===== config.mk =====
export PLATFORM = sky130hd
export DESIGN_NAME = wb_arb2_flat
export DESIGN_NICKNAME = d
export VERILOG_FILES = /design/src/rtl/wb_if.sv /design/src/rtl/wb_arb2.sv /design/src/flat_wrapper.sv
export SDC_FILE = /design/constraint.sdc
export NUM_CORES = 1
export LEC_CHECK = 0
export CORE_AREA = 2 2 123 125
export CTS_BUF_LIST = sky130_fd_sc_hd__clkbuf_8 sky130_fd_sc_hd__clkbuf_16
export DETAILED_ROUTE_END_ITERATION = 7
export DIE_AREA = 0 0 125 127
export HOLD_SLACK_MARGIN = 0.1
export PLACE_DENSITY = 0.62
export SLEW_MARGIN = 15
export SYNTH_ARGS = -nofsm -noshare
export SYNTH_HDL_FRONTEND = slang
export SYNTH_SLANG_ARGS = --single-unit

===== constraint.sdc =====
create_clock -name clk -period 2.8 [get_ports clk]
set_clock_uncertainty 0.2 [all_clocks]
set_input_delay 0.42 -clock clk [delete_from_list [all_inputs] [get_ports clk]]
set_output_delay 0.42 -clock clk [all_outputs]
set_load 0.01 [all_outputs]

===== src/rtl/wb_if.sv =====
`default_nettype none
// ============================================================================
// Module   : wb_if
// Brief    : Pipelined Wishbone bus bundle (32-bit address/data, 4 byte selects)
// Revision : 1.0 - initial release
// ============================================================================
interface wb_if;
    logic        cyc;
    logic        stb;
    logic        we;
    logic [31:0] adr;
    logic [3:0]  sel;
    logic [31:0] dat_m;
    logic        stall;
    logic        ack;
    logic        err;
    logic [31:0] dat_s;

    modport master (
        output cyc, stb, we, adr, sel, dat_m,
        input  stall, ack, err, dat_s
    );

    modport slave (
        input  cyc, stb, we, adr, sel, dat_m,
        output stall, ack, err, dat_s
    );
endinterface
`default_nettype wire


===== src/rtl/wb_arb2.sv =====
`default_nettype none
// ============================================================================
// Module   : wb_arb2
// Brief    : Two-master pipelined Wishbone arbiter with outstanding-request
//            limit. Define WB_ARB2_ROUND_ROBIN_EN for round-robin tie-break.
// Revision : 1.0 - initial release
// ============================================================================
module wb_arb2 #(
    parameter int MAX_OUTST = 4
) (
    input  logic  clk,
    input  logic  rst,
    wb_if.slave   m0,
    wb_if.slave   m1,
    wb_if.master  s
);

    localparam int                 c_cnt_w   = $clog2(MAX_OUTST + 1);
    localparam logic [c_cnt_w-1:0] c_cnt_max = c_cnt_w'(MAX_OUTST);
    localparam logic [c_cnt_w-1:0] c_cnt_one = c_cnt_w'(1);

    localparam logic [1:0] c_st_idle = 2'd0;
    localparam logic [1:0] c_st_gnt0 = 2'd1;
    localparam logic [1:0] c_st_gnt1 = 2'd2;

    logic [1:0]         r_state;
    logic [1:0]         w_state_nxt;
    logic [c_cnt_w-1:0] r_cnt;
    logic [c_cnt_w-1:0] w_cnt_upd;
    logic               r_discard;
    logic               w_pick_m1;
    logic               w_gnt;
    logic               w_release;
    logic               w_full;
    logic               w_accept;
    logic               w_resp;
    logic               w_inc;
    logic               w_dec;

    logic               w_s_cyc;
    logic               w_s_stb;
    logic               w_s_we;
    logic [31:0]        w_s_adr;
    logic [3:0]         w_s_sel;
    logic [31:0]        w_s_dat_m;

`ifdef WB_ARB2_ROUND_ROBIN_EN
    logic r_last_m1;

    always_ff @(posedge clk or posedge rst) begin
        if (rst) begin
            r_last_m1 <= 1'b1;
        end else if (r_state == c_st_idle && w_state_nxt != c_st_idle) begin
            r_last_m1 <= (w_state_nxt == c_st_gnt1);
        end
    end

    assign w_pick_m1 = !r_last_m1;
`else
    assign w_pick_m1 = 1'b1;
`endif

    assign w_gnt     = (r_state == c_st_gnt0) || (r_state == c_st_gnt1);
    assign w_release = w_gnt && (w_state_nxt == c_st_idle);
    assign w_full    = (r_cnt == c_cnt_max);
    assign w_accept  = w_s_cyc && w_s_stb && !s.stall;
    // Responses only count while a grant is live and no stale reply is pending
    assign w_resp    = w_gnt && !r_discard && (s.ack || s.err);
    assign w_inc     = w_accept && !w_full;
    assign w_dec     = w_resp && (r_cnt != '0);

    // ------------------------------------------------------------------
    // FSM: state register
    // ------------------------------------------------------------------
    always_ff @(posedge clk or posedge rst) begin
        if (rst) begin
            r_state <= c_st_idle;
        end else begin
            r_state <= w_state_nxt;
        end
    end

    // ------------------------------------------------------------------
    // FSM: next-state logic (grant is non-preemptive)
    // ------------------------------------------------------------------
    always_comb begin
        w_state_nxt = r_state;
        case (r_state)
            c_st_idle: begin
                if (m0.cyc && m1.cyc) begin
                    w_state_nxt = w_pick_m1 ? c_st_gnt1 : c_st_gnt0;
                end else if (m1.cyc) begin
                    w_state_nxt = c_st_gnt1;
                end else if (m0.cyc) begin
                    w_state_nxt = c_st_gnt0;
                end
            end
            c_st_gnt0: begin
                if (!m0.cyc) begin
                    w_state_nxt = c_st_idle;
                end
            end
            c_st_gnt1: begin
                if (!m1.cyc) begin
                    w_state_nxt = c_st_idle;
                end
            end
            default: begin
                w_state_nxt = c_st_idle;
            end
        endcase
    end

    // ------------------------------------------------------------------
    // FSM: output logic
    // ------------------------------------------------------------------
    always_comb begin
        w_s_cyc   = 1'b0;
        w_s_stb   = 1'b0;
        w_s_we    = 1'b0;
        w_s_adr   = '0;
        w_s_sel   = '0;
        w_s_dat_m = '0;
        m0.stall  = 1'b1;
        m0.ack    = 1'b0;
        m0.err    = 1'b0;
        m1.stall  = 1'b1;
        m1.ack    = 1'b0;
        m1.err    = 1'b0;
        case (r_state)
            c_st_gnt0: begin
                w_s_cyc   = m0.cyc;
                w_s_stb   = m0.stb && !w_full;
                w_s_we    = m0.we;
                w_s_adr   = m0.adr;
                w_s_sel   = m0.sel;
                w_s_dat_m = m0.dat_m;
                m0.stall  = s.stall || w_full;
                m0.ack    = s.ack && !r_discard;
                m0.err    = s.err && !r_discard;
            end
            c_st_gnt1: begin
                w_s_cyc   = m1.cyc;
                w_s_stb   = m1.stb && !w_full;
                w_s_we    = m1.we;
                w_s_adr   = m1.adr;
                w_s_sel   = m1.sel;
                w_s_dat_m = m1.dat_m;
                m1.stall  = s.stall || w_full;
                m1.ack    = s.ack && !r_discard;
                m1.err    = s.err && !r_discard;
            end
            default: begin
            end
        endcase
    end

    assign s.cyc    = w_s_cyc;
    assign s.stb    = w_s_stb;
    assign s.we     = w_s_we;
    assign s.adr    = w_s_adr;
    assign s.sel    = w_s_sel;
    assign s.dat_m  = w_s_dat_m;
    assign m0.dat_s = s.dat_s;
    assign m1.dat_s = s.dat_s;

    // ------------------------------------------------------------------
    // Outstanding counter and stale-response discard flag
    // ------------------------------------------------------------------
    always_comb begin
        w_cnt_upd = r_cnt;
        if (w_inc && !w_dec) begin
            w_cnt_upd = r_cnt + c_cnt_one;
        end else if (w_dec && !w_inc) begin
            w_cnt_upd = r_cnt - c_cnt_one;
        end
    end

    always_ff @(posedge clk or posedge rst) begin
        if (rst) begin
            r_cnt     <= '0;
            r_discard <= 1'b0;
        end else if (w_release) begin
            r_cnt     <= '0;
            // Replies still in flight must not reach the next owner
            r_discard <= (w_cnt_upd != '0);
        end else begin
            r_cnt <= w_cnt_upd;
            if (w_accept) begin
                r_discard <= 1'b0;
            end
        end
    end

endmodule
`default_nettype wire


===== src/flat_wrapper.sv =====
// flat-port wrapper written by rule: the top's interface ports become plain ports
module wb_arb2_flat 
#(
    parameter int MAX_OUTST = 4
)
  (clk, rst, m0_cyc, m0_stb, m0_we, m0_adr, m0_sel, m0_dat_m, m0_stall, m0_ack, m0_err, m0_dat_s, m1_cyc, m1_stb, m1_we, m1_adr, m1_sel, m1_dat_m, m1_stall, m1_ack, m1_err, m1_dat_s, s_cyc, s_stb, s_we, s_adr, s_sel, s_dat_m, s_stall, s_ack, s_err, s_dat_s);
  wb_if m0_i ();
  wb_if m1_i ();
  wb_if s_i ();
  input  logic clk;
  input  logic rst;
  input wire logic [$bits(m0_i.cyc)-1:0] m0_cyc;
  input wire logic [$bits(m0_i.stb)-1:0] m0_stb;
  input wire logic [$bits(m0_i.we)-1:0] m0_we;
  input wire logic [$bits(m0_i.adr)-1:0] m0_adr;
  input wire logic [$bits(m0_i.sel)-1:0] m0_sel;
  input wire logic [$bits(m0_i.dat_m)-1:0] m0_dat_m;
  output wire logic [$bits(m0_i.stall)-1:0] m0_stall;
  output wire logic [$bits(m0_i.ack)-1:0] m0_ack;
  output wire logic [$bits(m0_i.err)-1:0] m0_err;
  output wire logic [$bits(m0_i.dat_s)-1:0] m0_dat_s;
  input wire logic [$bits(m1_i.cyc)-1:0] m1_cyc;
  input wire logic [$bits(m1_i.stb)-1:0] m1_stb;
  input wire logic [$bits(m1_i.we)-1:0] m1_we;
  input wire logic [$bits(m1_i.adr)-1:0] m1_adr;
  input wire logic [$bits(m1_i.sel)-1:0] m1_sel;
  input wire logic [$bits(m1_i.dat_m)-1:0] m1_dat_m;
  output wire logic [$bits(m1_i.stall)-1:0] m1_stall;
  output wire logic [$bits(m1_i.ack)-1:0] m1_ack;
  output wire logic [$bits(m1_i.err)-1:0] m1_err;
  output wire logic [$bits(m1_i.dat_s)-1:0] m1_dat_s;
  output wire logic [$bits(s_i.cyc)-1:0] s_cyc;
  output wire logic [$bits(s_i.stb)-1:0] s_stb;
  output wire logic [$bits(s_i.we)-1:0] s_we;
  output wire logic [$bits(s_i.adr)-1:0] s_adr;
  output wire logic [$bits(s_i.sel)-1:0] s_sel;
  output wire logic [$bits(s_i.dat_m)-1:0] s_dat_m;
  input wire logic [$bits(s_i.stall)-1:0] s_stall;
  input wire logic [$bits(s_i.ack)-1:0] s_ack;
  input wire logic [$bits(s_i.err)-1:0] s_err;
  input wire logic [$bits(s_i.dat_s)-1:0] s_dat_s;
  assign m0_i.cyc = m0_cyc;
  assign m0_i.stb = m0_stb;
  assign m0_i.we = m0_we;
  assign m0_i.adr = m0_adr;
  assign m0_i.sel = m0_sel;
  assign m0_i.dat_m = m0_dat_m;
  assign m0_stall = m0_i.stall;
  assign m0_ack = m0_i.ack;
  assign m0_err = m0_i.err;
  assign m0_dat_s = m0_i.dat_s;
  assign m1_i.cyc = m1_cyc;
  assign m1_i.stb = m1_stb;
  assign m1_i.we = m1_we;
  assign m1_i.adr = m1_adr;
  assign m1_i.sel = m1_sel;
  assign m1_i.dat_m = m1_dat_m;
  assign m1_stall = m1_i.stall;
  assign m1_ack = m1_i.ack;
  assign m1_err = m1_i.err;
  assign m1_dat_s = m1_i.dat_s;
  assign s_cyc = s_i.cyc;
  assign s_stb = s_i.stb;
  assign s_we = s_i.we;
  assign s_adr = s_i.adr;
  assign s_sel = s_i.sel;
  assign s_dat_m = s_i.dat_m;
  assign s_i.stall = s_stall;
  assign s_i.ack = s_ack;
  assign s_i.err = s_err;
  assign s_i.dat_s = s_dat_s;
  wb_arb2 #(.MAX_OUTST(MAX_OUTST)) u_core (.clk(clk), .rst(rst), .m0(m0_i), .m1(m1_i), .s(s_i));
endmodule

# Yosys cells after proc, flatten, opt, wreduce, memory -nomap -nowiden
# Index checks and enable logic that the tools add are counted.
# totals
reg_bits	6
in_bits	179
output_inout_bits	141
elab_cells	58
# classes
addsub	2
eq_ne	3
n_mux	23
reduce_logical	27
# op_table
op	count
32-bit one-hot mux with 2 select lines	2
1-bit logical AND	14
2-bit two-way mux	5
3-bit two-way mux	3
1-bit two-way mux	8
4-bit one-hot mux with 2 select lines	1
1-bit one-hot mux with 2 select lines	3
2-bit one-hot mux with 3 select lines	1
3-bit nonzero test	2
1-bit logical NOT	5
2-bit logical NOT	2
3-bit by 1-bit adder with 3-bit output, second input constant	1
3-bit == test, second input constant	1
1-bit logical OR	3
3-bit by 1-bit subtractor with 3-bit output, second input constant	1
2-bit by 1-bit == test with 1-bit output, second input constant	1
2-bit == test, second input constant	1
2-bit nonzero test	1

# Logic depth before layout (Yosys ltp)
# Gate-level depths: netlist of the first run.
# logic_depth
depth_word	13
mapped_depth	8
depth_no_buf	7

# Worst setup path after synthesis of the first run
# OpenSTA, ideal clock, no wires.
# synth_timing
kind	register -> output
start	reg u_core.r_state[0]
end	out s_adr[24]
t_arrival_ns	1.622
required_ns	2.180
slack_ns	0.558
stages_incl_launch_ff	7
path_cell_list	dfrtp_1 -> inv_1 -> ha_1 -> inv_2 -> clkbuf_1 -> buf_1 -> nor2_1
# synth_via
elab_chain_cells	2
elab_cells_between_ends	3
# synth_rtl
item	line_no	rtl
start, declared	wb_arb2.sv:26	logic [1:0] r_state;
start signal, assigned	wb_arb2.sv:77	r_state <= c_st_idle;
start signal, assigned	wb_arb2.sv:79	r_state <= w_state_nxt;
2-bit == test / 2-bit by 1-bit == test with 1-bit output (equally long branches)	wb_arb2.sv:130	case (r_state)
32-bit one-hot mux with 2 select lines (*)	wb_arb2.sv:130	
end, declared	flat_wrapper.sv:35	output wire logic [$bits(s_i.adr)-1:0] s_adr;
# Mark *: on every way between the ends. The rest lies on a longest branch, timed or not.

# Worst setup path in the final report of the first run
# layout_timing
start	reg u_core.r_state[1]
end	out s_dat_m[28]
# layout_via
elab_chain_cells	2
elab_cells_between_ends	3
# layout_rtl
item	line_no	rtl
2-bit == test / 2-bit by 1-bit == test with 1-bit output (equally long branches)	wb_arb2.sv:130	
32-bit one-hot mux with 2 select lines (*)	wb_arb2.sv:130	
end, declared	flat_wrapper.sv:37	output wire logic [$bits(s_i.dat_m)-1:0] s_dat_m;
# Marks and branches as above.

==> run summary, run 1 <==
Initial Util -> 0.135
crit path cell chain -> inv_1, ha_4, buf_12, a22oi_1, nor2_1, clkdlybuf4s50_1
Tmin final -> 2710 ps
core footprint -> 0.0144 mm²
Critical Path Source -> u_core.r_state[1]$_DFF_PP0_
Min Hold Slack -> 215 ps
routed wl met2 -> 4.97 mm
Post-synth ARST share -> 1.00
synth top area cells -> a22oi_1 (27%), buf_4 (25%), nor2_1 (15%)
Post-CTS Hold Buffers -> 0
vias -> 2660
CP startpoint kind -> register
gpl congestion -> 0.753
Syn Inst Count -> 289
CTS tree -> built
Buf/Inv on CP -> 3
clk sink count -> 6
PD cells -> 818 mW/mm²
wirelength, routed -> 9.92 mm
Die Wd -> 125 µm
R2R setup slack -> 350 ps
R2R depth -> 8
Worst Path Required -> 2180 ps
pin count of the biggest net entering global routing -> 39
Slew headroom -> 0.714
post-detail-place hpwl -> 7.17 mm
status -> finished clean
Clock transition at path regs -> 30 ps
grt total ovfl -> 0
WL met3 -> 938 µm
proportion of layout cells with a drive suffix above 1 -> 0.0642
# rows -> 44
Yosys cell types -> 33
clock root buffer -> clkbuf_16
Final setup viols -> 0
clk_lat worst skew -> 230 ps
Port Buf Inserts -> 223
Yosys top cell by area -> a22oi_1
Max VDD drop -> 0.000398 V
setup TNS -> 0 ps
Yosys warning total -> 0
Worst R2R End -> u_core.r_discard$_DFFE_PP0P_
I/O pin cnt -> 320
DR DRC count -> 0
Slew @ Worst Pin -> 429 ps
Syn Std Cell Area -> 0.00195 mm²
count leader, synth -> nor2_1
Slew Limit Fails -> 0
total number of H-tree levels -> 1
Cell Count, Final, Fillers Out -> 620
Post-synth EDFFs -> 0
total CTS buffers -> 3
global-route usage over all layers -> 0.107
Nets -> 625
placed cell count -> 614
# Post-CTS Setup Buffers -> 0
most frequent cells after synthesis -> nor2_1 (77), a22oi_1 (71), buf_4 (64), clkbuf_1 (21), ha_1 (8)
Ant. Diodes -> 0
sequential share of the synthesized area -> 0.0770
Placement Cell Area -> 0.00392 mm²
Final Util -> 0.287
Setup crit end kind -> output port
CP Max Fanout -> 19
slowest stage delay, CP -> 490 ps
Syn Area/Cell -> 6.75 µm²
CP max-delay cell -> clkdlybuf4s50_1
first-pass GRT wire length -> 13.8 mm
drt pass-1 iters -> 5
Hold WC Path Type -> input pin to async pin
WP data arrival -> 2090 ps
M1 WL -> 3.55 mm
drt wl/cell -> 16.0 µm
Yosys reg bits -> 6
Antenna Nets Post-Route -> 0
fmax -> 0.369 GHz
leakage power -> 1.51 nW
Hold Fails Final Rpt -> 0
top sig layer -> met4
final instance area -> 0.00414 mm²
CTS max path bufs -> 2
number of max-cap violations -> 0
initial antenna violation count -> 0
vias in the first global route -> 2678
kind of critical path -> register to output port
Die Footprint -> 0.0159 mm²
crit-path leading delay family -> buffers and inverters
Syn Nets -> 476
starting DRC count in detailed routing -> 104
final worst-path cycle share -> 0.969
DR vias/cell -> 4.29
area share of the largest cell type after synthesis -> 0.273
ys flop type -> dfrtp_1
Die Ht -> 127 µm
reg2reg start -> u_core.r_state[1]$_DFF_PP0_
Area growth syn-to-layout -> 112%
## worst reg2reg max path, delay by kind of cell (launching register included)
kind	cells	cell delay, ps
buffers and inverters	2	340
AO/OA/AOI/OAI	3	510
adder cells (fa/ha/maj)	2	590
flip-flops	1	460
AND/OR/NAND/NOR	1	200
## sequential cells by signal (all words and copies together), names as in the netlist
name	cells
u_core.r_discard	1
u_core.r_state	2
u_core.r_cnt	3
## cells in the final DEF, fill, tap and decap left out, types with 2 or more instances in the layout
| master | n |
|---|---|
| ha_1 | 5 |
| dfrtp_1 | 4 |
| nand2_1 | 2 |
| dlymetal6s2s_1 | 2 |
| inv_2 | 2 |
| ha_4 | 3 |
| dfrtp_2 | 2 |
| inv_1 | 6 |
| a21oi_1 | 3 |
| xnor2_1 | 3 |
| clkbuf_16 | 5 |
| nor2_1 | 77 |
| and3b_1 | 4 |
| buf_12 | 4 |
| mux2_2 | 2 |
| clkdlybuf4s50_1 | 221 |
| a22oi_1 | 71 |
## cell families after synthesis
family,count (synthesis),share of synthesized area
multiplexers,3,0.0167
buffers and inverters,95,0.307
adder cells (fa/ha/maj),9,0.0571
AO/OA/AOI/OAI,83,0.325
AND/OR/NAND/NOR,90,0.204
flip-flops,6,0.0770
XOR/XNOR,3,0.0135
## what timing repair did
item                                    CTS  global route
resized for setup                         3            12
cloned                                    1             2
endpoints found under the setup margin   15            34
pin swaps                                 0             0
## metal layers
metal  vias up  GRT usage
met5         -          0
met4         0     0.0510
met3        45     0.0327
met2       154      0.193
met1      1209      0.113
li1       1252          -
## metrics by stage
| step | total power, W | setup slack [ps] |
|---|---|---|
| 2_1_floorplan | 0.00169 | 558 |
| 3_3_place_gp | 0.00284 | 276 |
| 3_5_place_dp | 0.00291 | 200 |
| 4_1_cts | 0.00324 | 38.0 |
| 5_1_grt | 0.00366 | -1.19 |
| 6_report | 0.00338 | 86.7 |
## power by group
| part | switching [W] | internal [W] |
|---|---|---|
| Combinational | 0.00145 | 0.00152 |
| Sequential | 0.0000544 | 0.000127 |
| Clock | 0.0000479 | 0.000183 |
## area by class of cell
cell class | instances | area [µm²]
fill | 1539 | 10300
timing repair buffer | 231 | 2410
multi-input combinational | 188 | 1240
tap | 184 | 230
sequential | 6 | 153
clock buffer | 3 | 75.1
inverter | 8 | 30.0
## worst max path at each step
stage	slack [ps]	depth (start not counted)	to
3_3_place_gp	280	6	s_adr[23]
6_report	90	6	s_dat_m[28]
2_1_floorplan	560	6	s_adr[24]
4_1_cts	40	6	s_adr[2]
5_1_grt	-1	6	s_dat_m[14]
3_5_place_dp	200	6	s_adr[15]
Power figures use the tool's default switching activity.
==> run 2, diff against run 1 <==
--- a/config.mk
+++ b/config.mk
@@ -5,12 +5,14 @@
 export SDC_FILE = /design/constraint.sdc
 export NUM_CORES = 1
 export LEC_CHECK = 0
+export CAP_MARGIN = 20
 export CORE_AREA = 2 2 123 125
 export CTS_BUF_LIST = sky130_fd_sc_hd__clkbuf_8 sky130_fd_sc_hd__clkbuf_16
+export CTS_CLUSTER_DIAMETER = 60
 export DETAILED_ROUTE_END_ITERATION = 7
 export DIE_AREA = 0 0 125 127
 export HOLD_SLACK_MARGIN = 0.1
-export PLACE_DENSITY = 0.62
+export PLACE_DENSITY = 0.58
 export SLEW_MARGIN = 15
 export SYNTH_ARGS = -nofsm -noshare
 export SYNTH_HDL_FRONTEND = slang
==> run 2 against run 1 <==
Net effect: design area fell by 0.67%; first-iteration DRC count is 7.7% lower; hold slack worse by 8.1 ps; global-route usage is 0.72 points lower; sequential share of layout area barely moved; wire length decreased by 5.5%; combinational power is 3% lower; register-to-register slack better by 30 ps; die area unchanged; largest cell class unchanged; highest routed layer unchanged.
==> run summary, run 2 (same netlist as run 1, synthesis figures left out) <==
status -> finished clean
global-route usage over all layers -> 0.0994
Slew Limit Fails -> 0
wirelength, routed -> 9.38 mm
most frequent cells in the layout -> clkdlybuf4s50_1 (222), nor2_1 (76), a22oi_1 (71), inv_1 (6)
Port Buf Inserts -> 223
slowest stage delay, CP -> 540 ps
drt pass-1 iters -> 4
Die Ht -> 127 µm
Die Wd -> 125 µm
unrepaired setup endpoints after global routing -> false
kind of critical path -> register to output port
Worst Path Required -> 2180 ps
largest registers -> u_core.r_cnt x3, u_core.r_state x2, u_core.r_discard x1
# Post-CTS Setup Buffers -> 0
Fill cells -> 1564
first-pass GRT wire length -> 13.0 mm
clock root buffer -> clkbuf_16
clk_lat worst skew -> 230 ps
fmax -> 0.366 GHz
max FFs per register -> 3
final worst-path cycle share -> 0.975
gpl congestion -> 0.725
Slew @ Worst Pin -> 306 ps
Most flops, register -> u_core.r_cnt
CP startpoint kind -> register
setup TNS -> 0 ps
CP max-delay cell -> clkdlybuf4s50_1
placed cell count -> 614
CTS max path bufs -> 2
crit path cell chain -> inv_1, ha_4, buf_12, a22o_2, and2_2, clkdlybuf4s50_1
number of max-cap violations -> 0
CTS tree -> built
Max VDD drop -> 0.000526 V
CP Max Fanout -> 30
proportion of layout cells with a drive suffix above 1 -> 0.0644
clk sink count -> 6
I/O pin cnt -> 320
DR vias/cell -> 4.23
Antenna Nets Post-Route -> 0
grt total ovfl -> 0
WP data arrival -> 2110 ps
Initial Util -> 0.135
Hold WC Path Type -> input pin to async pin
leakage power -> 1.48 nW
Area growth syn-to-layout -> 111%
DR DRC count -> 0
core footprint -> 0.0144 mm²
PD cells -> 799 mW/mm²
# rows -> 44
Clock transition at path regs -> 30 ps
Min Hold Slack -> 207 ps
Slew headroom -> 0.795
post-detail-place hpwl -> 7.23 mm
drt wl/cell -> 15.1 µm
most common cell after layout, fill and taps aside -> clkdlybuf4s50_1
vias -> 2620
total CTS buffers -> 3
Cell Count, Final, Fillers Out -> 619
initial antenna violation count -> 0
Tmin final -> 2730 ps
starting DRC count in detailed routing -> 96
total number of H-tree levels -> 1
Post-CTS Hold Buffers -> 0
Final setup viols -> 0
Die Footprint -> 0.0159 mm²
Setup crit end kind -> output port
Hold Fails Final Rpt -> 0
final instance area -> 0.00411 mm²
Nets -> 624
Ant. Diodes -> 0
total power -> 0.00328 W
pin count of the biggest net entering global routing -> 72
vias in the first global route -> 2620
Placement Cell Area -> 0.00394 mm²
## run 2: cell count changes in the layout (fill, tap and decap cells not counted)
| cell | previous run | this run |
|---|---|---|
| buf_16 | 1 | 0 |
| clkdlybuf4s50_1 | 221 | 222 |
| dlymetal6s2s_1 | 2 | 1 |
| nor2_1 | 77 | 76 |
| nor2_2 | 0 | 1 |
## run 2: final timing paths
kind	to	from	depth (start not counted)	slack, ps
worst max register to register	u_core.r_discard$_DFFE_PP0P_	u_core.r_state[1]$_DFF_PP0_	8	380
max in group asynchronous	u_core.r_state[1]$_DFF_PP0_	rst	2	1980
worst min-delay path	u_core.r_cnt[2]$_DFF_PP0_	rst	2	210
worst max-delay path	s_cyc	u_core.r_state[1]$_DFF_PP0_	6	70
min in group clk	u_core.r_state[1]$_DFF_PP0_	u_core.r_state[1]$_DFF_PP0_	2	460
worst min register to register	u_core.r_state[1]$_DFF_PP0_	u_core.r_state[1]$_DFF_PP0_	2	460
## run 2: metal layers
layer | vias up | wire length [µm] | track usage
met3 | 34 | 850 | 0.0293
met2 | 151 | 4940 | 0.192
met4 | 0 | 280 | 0.0386
li1 | 1244 | - | -
met5 | - | 0 | 0
met1 | 1191 | 3300 | 0.0997
## run 2: cell type report
cell class	instances	area (µm²)	area share
clock buffers	3	75.1	0.0183
inverters	8	30.0	0.00731
multi-input cells	188	1240	0.302
flip-flops and latches	6	153	0.0371
well taps	184	230	0.0560
repair buffers	230	2380	0.579
## run 2: what timing repair did
item                                    CTS  global route
endpoints found under the setup margin    1            65
resized for setup                         1            10
gates cloned                              0             2
## run 2: power by group
| group | internal, W | leakage [nW] | switching [W] | total [W] |
|---|---|---|---|---|
| Combinational | 0.00147 | 1.37 | 0.00140 | 0.00288 |
| Sequential | 0.000127 | 0.0750 | 0.0000511 | 0.000178 |
| Clock | 0.000183 | 0.0370 | 0.0000471 | 0.000230 |
| Total | 0.00178 | 1.48 | 0.00150 | 0.00328 |
## run 2: through the flow
stage,worst slack (ps),util
floorplan,558,-
global placement,234,0.273
detailed placement,236,0.273
CTS,1.51,0.278
global route,8.05,0.285
finish,69.0,0.285
## run 2: worst max-delay path, delay by kind of cell, from the launching register on
| family | cells | cell delay, ps |
|---|---|---|
| AOI/OAI and AO/OA | 1 | 170 |
| DFF | 1 | 440 |
| adders and majority gates | 1 | 240 |
| and+or+nand+nor | 1 | 130 |
| buffers and inverters | 3 | 890 |
==> run 3, diff against run 2 <==
--- a/config.mk
+++ b/config.mk
@@ -5,7 +5,7 @@
 export SDC_FILE = /design/constraint.sdc
 export NUM_CORES = 1
 export LEC_CHECK = 0
-export CAP_MARGIN = 20
+export CAP_MARGIN = 5
 export CORE_AREA = 2 2 123 125
 export CTS_BUF_LIST = sky130_fd_sc_hd__clkbuf_8 sky130_fd_sc_hd__clkbuf_16
 export CTS_CLUSTER_DIAMETER = 60
==> results of run 3 <==
The final DEF is identical to that of run 2; final timing and power are the same.
